**src/rtl/branch_resolve_queue_if.sv**
```systemverilog
// Handshake/update bundle between the prediction source, the resolution logic
// and branch_resolve_queue. The master drives predictions and resolutions; the slave is the queue.
interface branch_resolve_queue_if #(
    parameter int INDEX_W = 4,
    parameter int DEPTH   = 8,
    parameter int CNT_W   = 16
);
    localparam int COUNT_W = $clog2(DEPTH + 1);

    logic               flush;
    logic               pred_valid;
    logic [INDEX_W-1:0] pred_index;
    logic               prediction;
    logic               pred_ready;
    logic               resolve_valid;
    logic               branch_outcome;
    logic               upd_valid;
    logic [INDEX_W-1:0] upd_index;
    logic               upd_outcome;
    logic               mispredict;
    logic               resolve_err;
    logic [COUNT_W-1:0] count;
    logic [CNT_W-1:0]   total_cnt;
    logic [CNT_W-1:0]   miss_cnt;

    modport master (
        output flush, pred_valid, pred_index, prediction, resolve_valid, branch_outcome,
        input  pred_ready, upd_valid, upd_index, upd_outcome, mispredict, resolve_err,
               count, total_cnt, miss_cnt
    );

    modport slave (
        input  flush, pred_valid, pred_index, prediction, resolve_valid, branch_outcome,
        output pred_ready, upd_valid, upd_index, upd_outcome, mispredict, resolve_err,
               count, total_cnt, miss_cnt
    );
endinterface

```
**src/rtl/branch_resolve_queue.sv**
```systemverilog
// In-order queue pairing issued predictions with resolved outcomes and emitting a
// registered training record. Accuracy counters are built only when BRQ_STATS_EN is defined.
module branch_resolve_queue #(
    parameter int INDEX_W = 4,
    parameter int DEPTH   = 8,
    parameter int CNT_W   = 16
) (
    input  logic                  clk,
    input  logic                  reset,
    branch_resolve_queue_if.slave bus
);
    localparam int PTR_W   = $clog2(DEPTH);
    localparam int COUNT_W = $clog2(DEPTH + 1);
    localparam logic [COUNT_W-1:0] FULL = COUNT_W'(DEPTH);

    logic [INDEX_W-1:0] idx_mem_q [DEPTH];
    logic [DEPTH-1:0]   pred_mem_q;

    logic [PTR_W-1:0]   wr_ptr_q, wr_ptr_d;
    logic [PTR_W-1:0]   rd_ptr_q, rd_ptr_d;
    logic [COUNT_W-1:0] count_q, count_d;
    logic               upd_valid_q, upd_valid_d;
    logic [INDEX_W-1:0] upd_index_q, upd_index_d;
    logic               upd_outcome_q, upd_outcome_d;
    logic               mispredict_q, mispredict_d;
    logic               resolve_err_q, resolve_err_d;
    logic               push, pop;

    always_comb begin
        // Ready comes from the registered count, so a same-cycle pop never frees a slot.
        push          = bus.pred_valid && (count_q != FULL) && !bus.flush;
        pop           = bus.resolve_valid && (count_q != '0);
        wr_ptr_d      = wr_ptr_q;
        rd_ptr_d      = rd_ptr_q;
        count_d       = count_q;
        upd_valid_d   = pop;
        upd_index_d   = upd_index_q;
        upd_outcome_d = upd_outcome_q;
        mispredict_d  = mispredict_q;
        resolve_err_d = bus.resolve_valid && (count_q == '0);

        if (bus.flush) begin
            wr_ptr_d = '0;
            rd_ptr_d = '0;
            count_d  = '0;
        end else begin
            if (push) wr_ptr_d = wr_ptr_q + 1'b1;
            if (pop)  rd_ptr_d = rd_ptr_q + 1'b1;
            count_d = count_q + COUNT_W'(push) - COUNT_W'(pop);
        end

        // A popped branch is reported even when flushed: it really did resolve.
        if (pop) begin
            upd_index_d   = idx_mem_q[rd_ptr_q];
            upd_outcome_d = bus.branch_outcome;
            mispredict_d  = pred_mem_q[rd_ptr_q] ^ bus.branch_outcome;
        end
    end

    always_ff @(posedge clk) begin
        if (reset) begin
            wr_ptr_q      <= '0;
            rd_ptr_q      <= '0;
            count_q       <= '0;
            upd_valid_q   <= 1'b0;
            upd_index_q   <= '0;
            upd_outcome_q <= 1'b0;
            mispredict_q  <= 1'b0;
            resolve_err_q <= 1'b0;
        end else begin
            wr_ptr_q      <= wr_ptr_d;
            rd_ptr_q      <= rd_ptr_d;
            count_q       <= count_d;
            upd_valid_q   <= upd_valid_d;
            upd_index_q   <= upd_index_d;
            upd_outcome_q <= upd_outcome_d;
            mispredict_q  <= mispredict_d;
            resolve_err_q <= resolve_err_d;
        end
    end

    always_ff @(posedge clk) begin
        if (push) begin
            idx_mem_q[wr_ptr_q]  <= bus.pred_index;
            pred_mem_q[wr_ptr_q] <= bus.prediction;
        end
    end

`ifdef BRQ_STATS_EN
    logic [CNT_W-1:0] total_q, total_d;
    logic [CNT_W-1:0] miss_q, miss_d;

    function automatic logic [CNT_W-1:0] sat_inc(input logic [CNT_W-1:0] v, input logic en);
        return (en && (v != '1)) ? v + 1'b1 : v;
    endfunction

    always_comb begin
        total_d = sat_inc(total_q, pop);
        miss_d  = sat_inc(miss_q, pop && mispredict_d);
    end

    always_ff @(posedge clk) begin
        if (reset) begin
            total_q <= '0;
            miss_q  <= '0;
        end else begin
            total_q <= total_d;
            miss_q  <= miss_d;
        end
    end

    assign bus.total_cnt = total_q;
    assign bus.miss_cnt  = miss_q;
`else
    assign bus.total_cnt = '0;
    assign bus.miss_cnt  = '0;
`endif

    assign bus.pred_ready  = (count_q != FULL);
    assign bus.upd_valid   = upd_valid_q;
    assign bus.upd_index   = upd_index_q;
    assign bus.upd_outcome = upd_outcome_q;
    assign bus.mispredict  = mispredict_q;
    assign bus.resolve_err = resolve_err_q;
    assign bus.count       = count_q;
endmodule
```
**src/flat_wrapper.sv**
```systemverilog
// flat-port wrapper written by rule: the top's interface ports become plain ports
module branch_resolve_queue_flat 
#(
    parameter int INDEX_W = 4,
    parameter int DEPTH   = 8,
    parameter int CNT_W   = 16
)
  (clk, reset, bus_flush, bus_pred_valid, bus_pred_index, bus_prediction, bus_resolve_valid, bus_branch_outcome, bus_pred_ready, bus_upd_valid, bus_upd_index, bus_upd_outcome, bus_mispredict, bus_resolve_err, bus_count, bus_total_cnt, bus_miss_cnt);
  branch_resolve_queue_if #(.INDEX_W(INDEX_W), .DEPTH(DEPTH), .CNT_W(CNT_W)) bus_i ();
  input  logic clk;
  input  logic reset;
  input wire logic [$bits(bus_i.flush)-1:0] bus_flush;
  input wire logic [$bits(bus_i.pred_valid)-1:0] bus_pred_valid;
  input wire logic [$bits(bus_i.pred_index)-1:0] bus_pred_index;
  input wire logic [$bits(bus_i.prediction)-1:0] bus_prediction;
  input wire logic [$bits(bus_i.resolve_valid)-1:0] bus_resolve_valid;
  input wire logic [$bits(bus_i.branch_outcome)-1:0] bus_branch_outcome;
  output wire logic [$bits(bus_i.pred_ready)-1:0] bus_pred_ready;
  output wire logic [$bits(bus_i.upd_valid)-1:0] bus_upd_valid;
  output wire logic [$bits(bus_i.upd_index)-1:0] bus_upd_index;
  output wire logic [$bits(bus_i.upd_outcome)-1:0] bus_upd_outcome;
  output wire logic [$bits(bus_i.mispredict)-1:0] bus_mispredict;
  output wire logic [$bits(bus_i.resolve_err)-1:0] bus_resolve_err;
  output wire logic [$bits(bus_i.count)-1:0] bus_count;
  output wire logic [$bits(bus_i.total_cnt)-1:0] bus_total_cnt;
  output wire logic [$bits(bus_i.miss_cnt)-1:0] bus_miss_cnt;
  assign bus_i.flush = bus_flush;
  assign bus_i.pred_valid = bus_pred_valid;
  assign bus_i.pred_index = bus_pred_index;
  assign bus_i.prediction = bus_prediction;
  assign bus_i.resolve_valid = bus_resolve_valid;
  assign bus_i.branch_outcome = bus_branch_outcome;
  assign bus_pred_ready = bus_i.pred_ready;
  assign bus_upd_valid = bus_i.upd_valid;
  assign bus_upd_index = bus_i.upd_index;
  assign bus_upd_outcome = bus_i.upd_outcome;
  assign bus_mispredict = bus_i.mispredict;
  assign bus_resolve_err = bus_i.resolve_err;
  assign bus_count = bus_i.count;
  assign bus_total_cnt = bus_i.total_cnt;
  assign bus_miss_cnt = bus_i.miss_cnt;
  branch_resolve_queue #(.INDEX_W(INDEX_W), .DEPTH(DEPTH), .CNT_W(CNT_W)) u_core (.clk(clk), .reset(reset), .bus(bus_i));
endmodule
```
**config.mk**
```make
export PLATFORM = sky130hd
export DESIGN_NAME = branch_resolve_queue_flat
export DESIGN_NICKNAME = d
export VERILOG_FILES = /design/src/rtl/branch_resolve_queue_if.sv /design/src/rtl/branch_resolve_queue.sv /design/src/flat_wrapper.sv
export SDC_FILE = /design/constraint.sdc
export NUM_CORES = 1
export LEC_CHECK = 0
export ABC_AREA = 1
export CAP_MARGIN = 10
export CORE_MARGIN = 2
export CORE_UTILIZATION = 50
export CTS_CLUSTER_SIZE = 20
export DETAILED_ROUTE_END_ITERATION = 8
export GPL_TIMING_DRIVEN = 0
export PLACE_DENSITY = 0.86
export SLEW_MARGIN = 10
export SYNTH_ARGS = -nofsm -noshare
export SYNTH_HDL_FRONTEND = slang
export SYNTH_SLANG_ARGS = --single-unit
```
**constraint.sdc**
```tcl
create_clock -name clk -period 2.59 [get_ports clk]
set_input_delay 0.3885 -clock clk [delete_from_list [all_inputs] [get_ports clk]]
set_output_delay 0.3885 -clock clk [all_outputs]
set_load 0.005 [all_outputs]
```
==> flow_metrics.env <==
export IMPL_status="completed"
export IMPL_via_per_inst=4.84
export IMPL_diodes=0
export IMPL_p_int_w=0.00191
export IMPL_worstPathArrival_ps=2450
export IMPL_peakVddDrop_uv=456
export IMPL_final_area_um2=3360
export IMPL_dieArea_um2=6060
export IMPL_ant_nets=0
export IMPL_worstReg2RegStart="u_core.bus.count[2]"
export IMPL_power_density_nw_per_um2=808
export IMPL_wl_per_cell_um=14.0
export IMPL_seqPwrFrac=0.409
export IMPL_synthCells=277
export IMPL_grt_first_pass_wirelength_um=9360
export IMPL_antenna_found_initial=0
export IMPL_tritoncts="built"
export IMPL_post_cts_resized=0
export IMPL_syn_area_um2=2730
export IMPL_worstMarginPinSlew_ps=543
export IMPL_synth_top_cell_area_share=0.440
export IMPL_worst_setup_hold_path_clk_slew_ps=70
export IMPL_place_ws_ps=320
export IMPL_pin_count=56
export IMPL_place_hpwl_um=3860
export IMPL_num_rows=26
export IMPL_numCtsBuffers=9
export IMPL_yosysWarnings=0
export IMPL_coreArea_um2=5170
export IMPL_dpl_cell_area_um2=3160
export IMPL_ys_ff_latch=58
export IMPL_comb_power_share=0.281
export IMPL_hold_violations=0
export IMPL_portBuffers=23
export IMPL_cp_common_cell="ha_1"
export IMPL_worst_ep_required_time_ps=2820
export IMPL_htreeDepth=3
export IMPL_sw_frac_of_total=0.296
export IMPL_root_buffer="clkbuf_8"
export IMPL_synth_seq_area_share=0.572
export IMPL_gp_congestion=0.820
export IMPL_grt_max_degree=11
export IMPL_power_frac_clock=0.309
export IMPL_clk_latency_ps=350
export IMPL_post_synth_top_area_cell="edfxtp_1"
export IMPL_setup_tns_ps=0
export IMPL_grt_pass1_vias=1964
export IMPL_drive_above_1_share=0.196
export IMPL_finalCritPeriodShare=0.855
export IMPL_slowest_delay_ps=390
export IMPL_nets=362
export IMPL_total_power_w=0.00271
export IMPL_cp_end_kind="flip-flop"
export IMPL_maxCapViolations=0
export IMPL_drt_iter0_drc=169
export IMPL_setup_viol=0
export IMPL_dieWidth_um=77.9
export IMPL_max_clock_path_buffers=2
export IMPL_cp_startpoint="u_core.bus.count[2]"
export IMPL_fin_crit_ps=2220
export IMPL_cts_setup_buffers=0
export IMPL_die_h_um=77.9
export IMPL_cts_sinks=58
export IMPL_path_class="flip-flop to flip-flop"
export IMPL_worstPathMaxFanout=8
export IMPL_start_kind="flip-flop"
export IMPL_drc=0
export IMPL_relSlewSlack=0.637
export IMPL_p_leak_nw=1.41
export IMPL_vias=2018
export IMPL_skew_ps=9.87
export IMPL_start_util=0.527
export IMPL_gr_total_overflow=0
export IMPL_hp_class="flip-flop to flip-flop"
export IMPL_drt_total_wl_um=5820
export IMPL_max_freq_mhz=451
export IMPL_cpMaxStageDelayCell="fa_1"
export IMPL_path_cells="inv_1 -> ha_1 -> nand3_1 -> nand2_1 -> inv_2 -> ha_1 -> inv_1 -> ha_1 -> fa_1 -> xnor2_1 -> nor2_1"
export IMPL_holdBufCountCts=0
export IMPL_syn_to_final_growth_pct=23.2
export IMPL_setup_ws_ps=374
export IMPL_synth_area_leaders="edfxtp_1 44%, dfxtp_1 13%, buf_4 8.8%"
export IMPL_switchingPower_w=0.000804
export IMPL_hp_start="u_core.bus.upd_index[2]"
export IMPL_ys_types=20
export IMPL_syn_mean_instance_area_um2=9.85
export IMPL_slew_viol_final=0
export IMPL_dr_pass1_iters=4
export IMPL_rsz0062_at_grt="no"
export IMPL_track_usage=0.212
[per-stage QoR]
stage,instances,hold WS (ps),utilization
floorplan,308,452,-
global placement,401,452,0.611
detailed placement,401,457,0.611
CTS,417,467,0.649
global route,417,500,0.649
finish,417,467,0.649
[layout by cell type (no fill, tap or decap)]
| master | instances |
|---|---|
| a21oi_1 | 11 |
| a31oi_1 | 1 |
| buf_2 | 4 |
| buf_4 | 32 |
| buf_6 | 3 |
| bufinv_16 | 1 |
| clkbuf_1 | 3 |
| clkbuf_8 | 11 |
| clkdlybuf4s50_1 | 23 |
| clkinv_1 | 2 |
| clkinv_2 | 1 |
| conb_1 | 32 |
| dfxtp_1 | 18 |
| edfxtp_1 | 40 |
| fa_1 | 1 |
| ha_1 | 8 |
| inv_1 | 21 |
| inv_2 | 9 |
| nand2_1 | 26 |
| nand2_2 | 2 |
| nand3_1 | 20 |
| nand3_2 | 5 |
| nor2_1 | 50 |
| o21ai_1 | 22 |
| xnor2_1 | 1 |
[final timing paths]
path,slack [ps],to,depth (start not counted)
min reg2reg,470,u_core.bus.upd_index[2],2
max reg2reg,370,u_core.bus.count[2],11
max,370,u_core.bus.count[2],11
min,470,u_core.bus.upd_index[2],2
[metal layers]
metal / up-vias / global-route usage / share of wire
met5: - / 0 / 0
met4: 0 / 0.114 / 0.024
met3: 11 / 0.0802 / 0.095
met2: 102 / 0.360 / 0.50
met1: 929 / 0.228 / 0.38
li1: 976 / - / -
[cells by family (layout without fill, tap and decap cells)]
family | count (synthesis) | count (layout) | synth area share
and+or+nand+nor | 103 | 103 | 0.164
buffers and inverters | 71 | 110 | 0.152
DFF | 58 | 58 | 0.572
AOI/OAI and AO/OA | 34 | 34 | 0.0628
adders and majority gates | 9 | 9 | 0.0440
other | 1 | 32 | 0.00137
xor gates and xnor gates | 1 | 1 | 0.00321
[registers in the layout, summed over array words and instances (netlist names), 3 cells and up]
| name | cells |
|---|---|
| u_core.bus.count | 4 |
| u_core.idx_mem_q | 32 |
| u_core.rd_ptr_q | 3 |
| u_core.wr_ptr_q | 3 |
| u_core.bus.upd_index | 4 |
| u_core.pred_mem_q | 8 |
[synthesized netlist by cell type, drive strengths merged]
master	instances
nor2	50
edfxtp	40
buf	39
inv	30
nand2	28
nand3	25
o21ai	22
dfxtp	18
a21oi	11
ha	8
clkinv	2
a31oi	1
conb	1
fa	1
xnor2	1
[critical path: cells and delay by family (launching register included)]
family                   cells  cell delay, ps
XOR/XNOR                     1             190
adder cells (fa/ha/maj)      4            1030
buffers and inverters        3             270
flip-flops                   1             310
AND/OR/NAND/NOR              3             300
[final cells by class]
type / count / area, um2
Multi-Input combinational cell: 179 / 868
Buffer: 39 / 294
Inverter: 32 / 120
Clock buffer: 14 / 163
Fill cell: 401 / 1810
Timing Repair Buffer: 23 / 230
Clock inverter: 2 / 35.0
Sequential cell: 58 / 1560
Tap cell: 70 / 87.6
[power groups by stage]
stage	Combinational, W	Sequential [W]	Clock (W)
floorplan	0.000470	0.00113	0
CTS	0.000758	0.00111	0.000850
finish	0.000764	0.00111	0.000840
global route	0.000862	0.00112	0.000898
global placement	0.000706	0.00113	0
detailed placement	0.000735	0.00113	0
(Power assumes the default switching activity.)
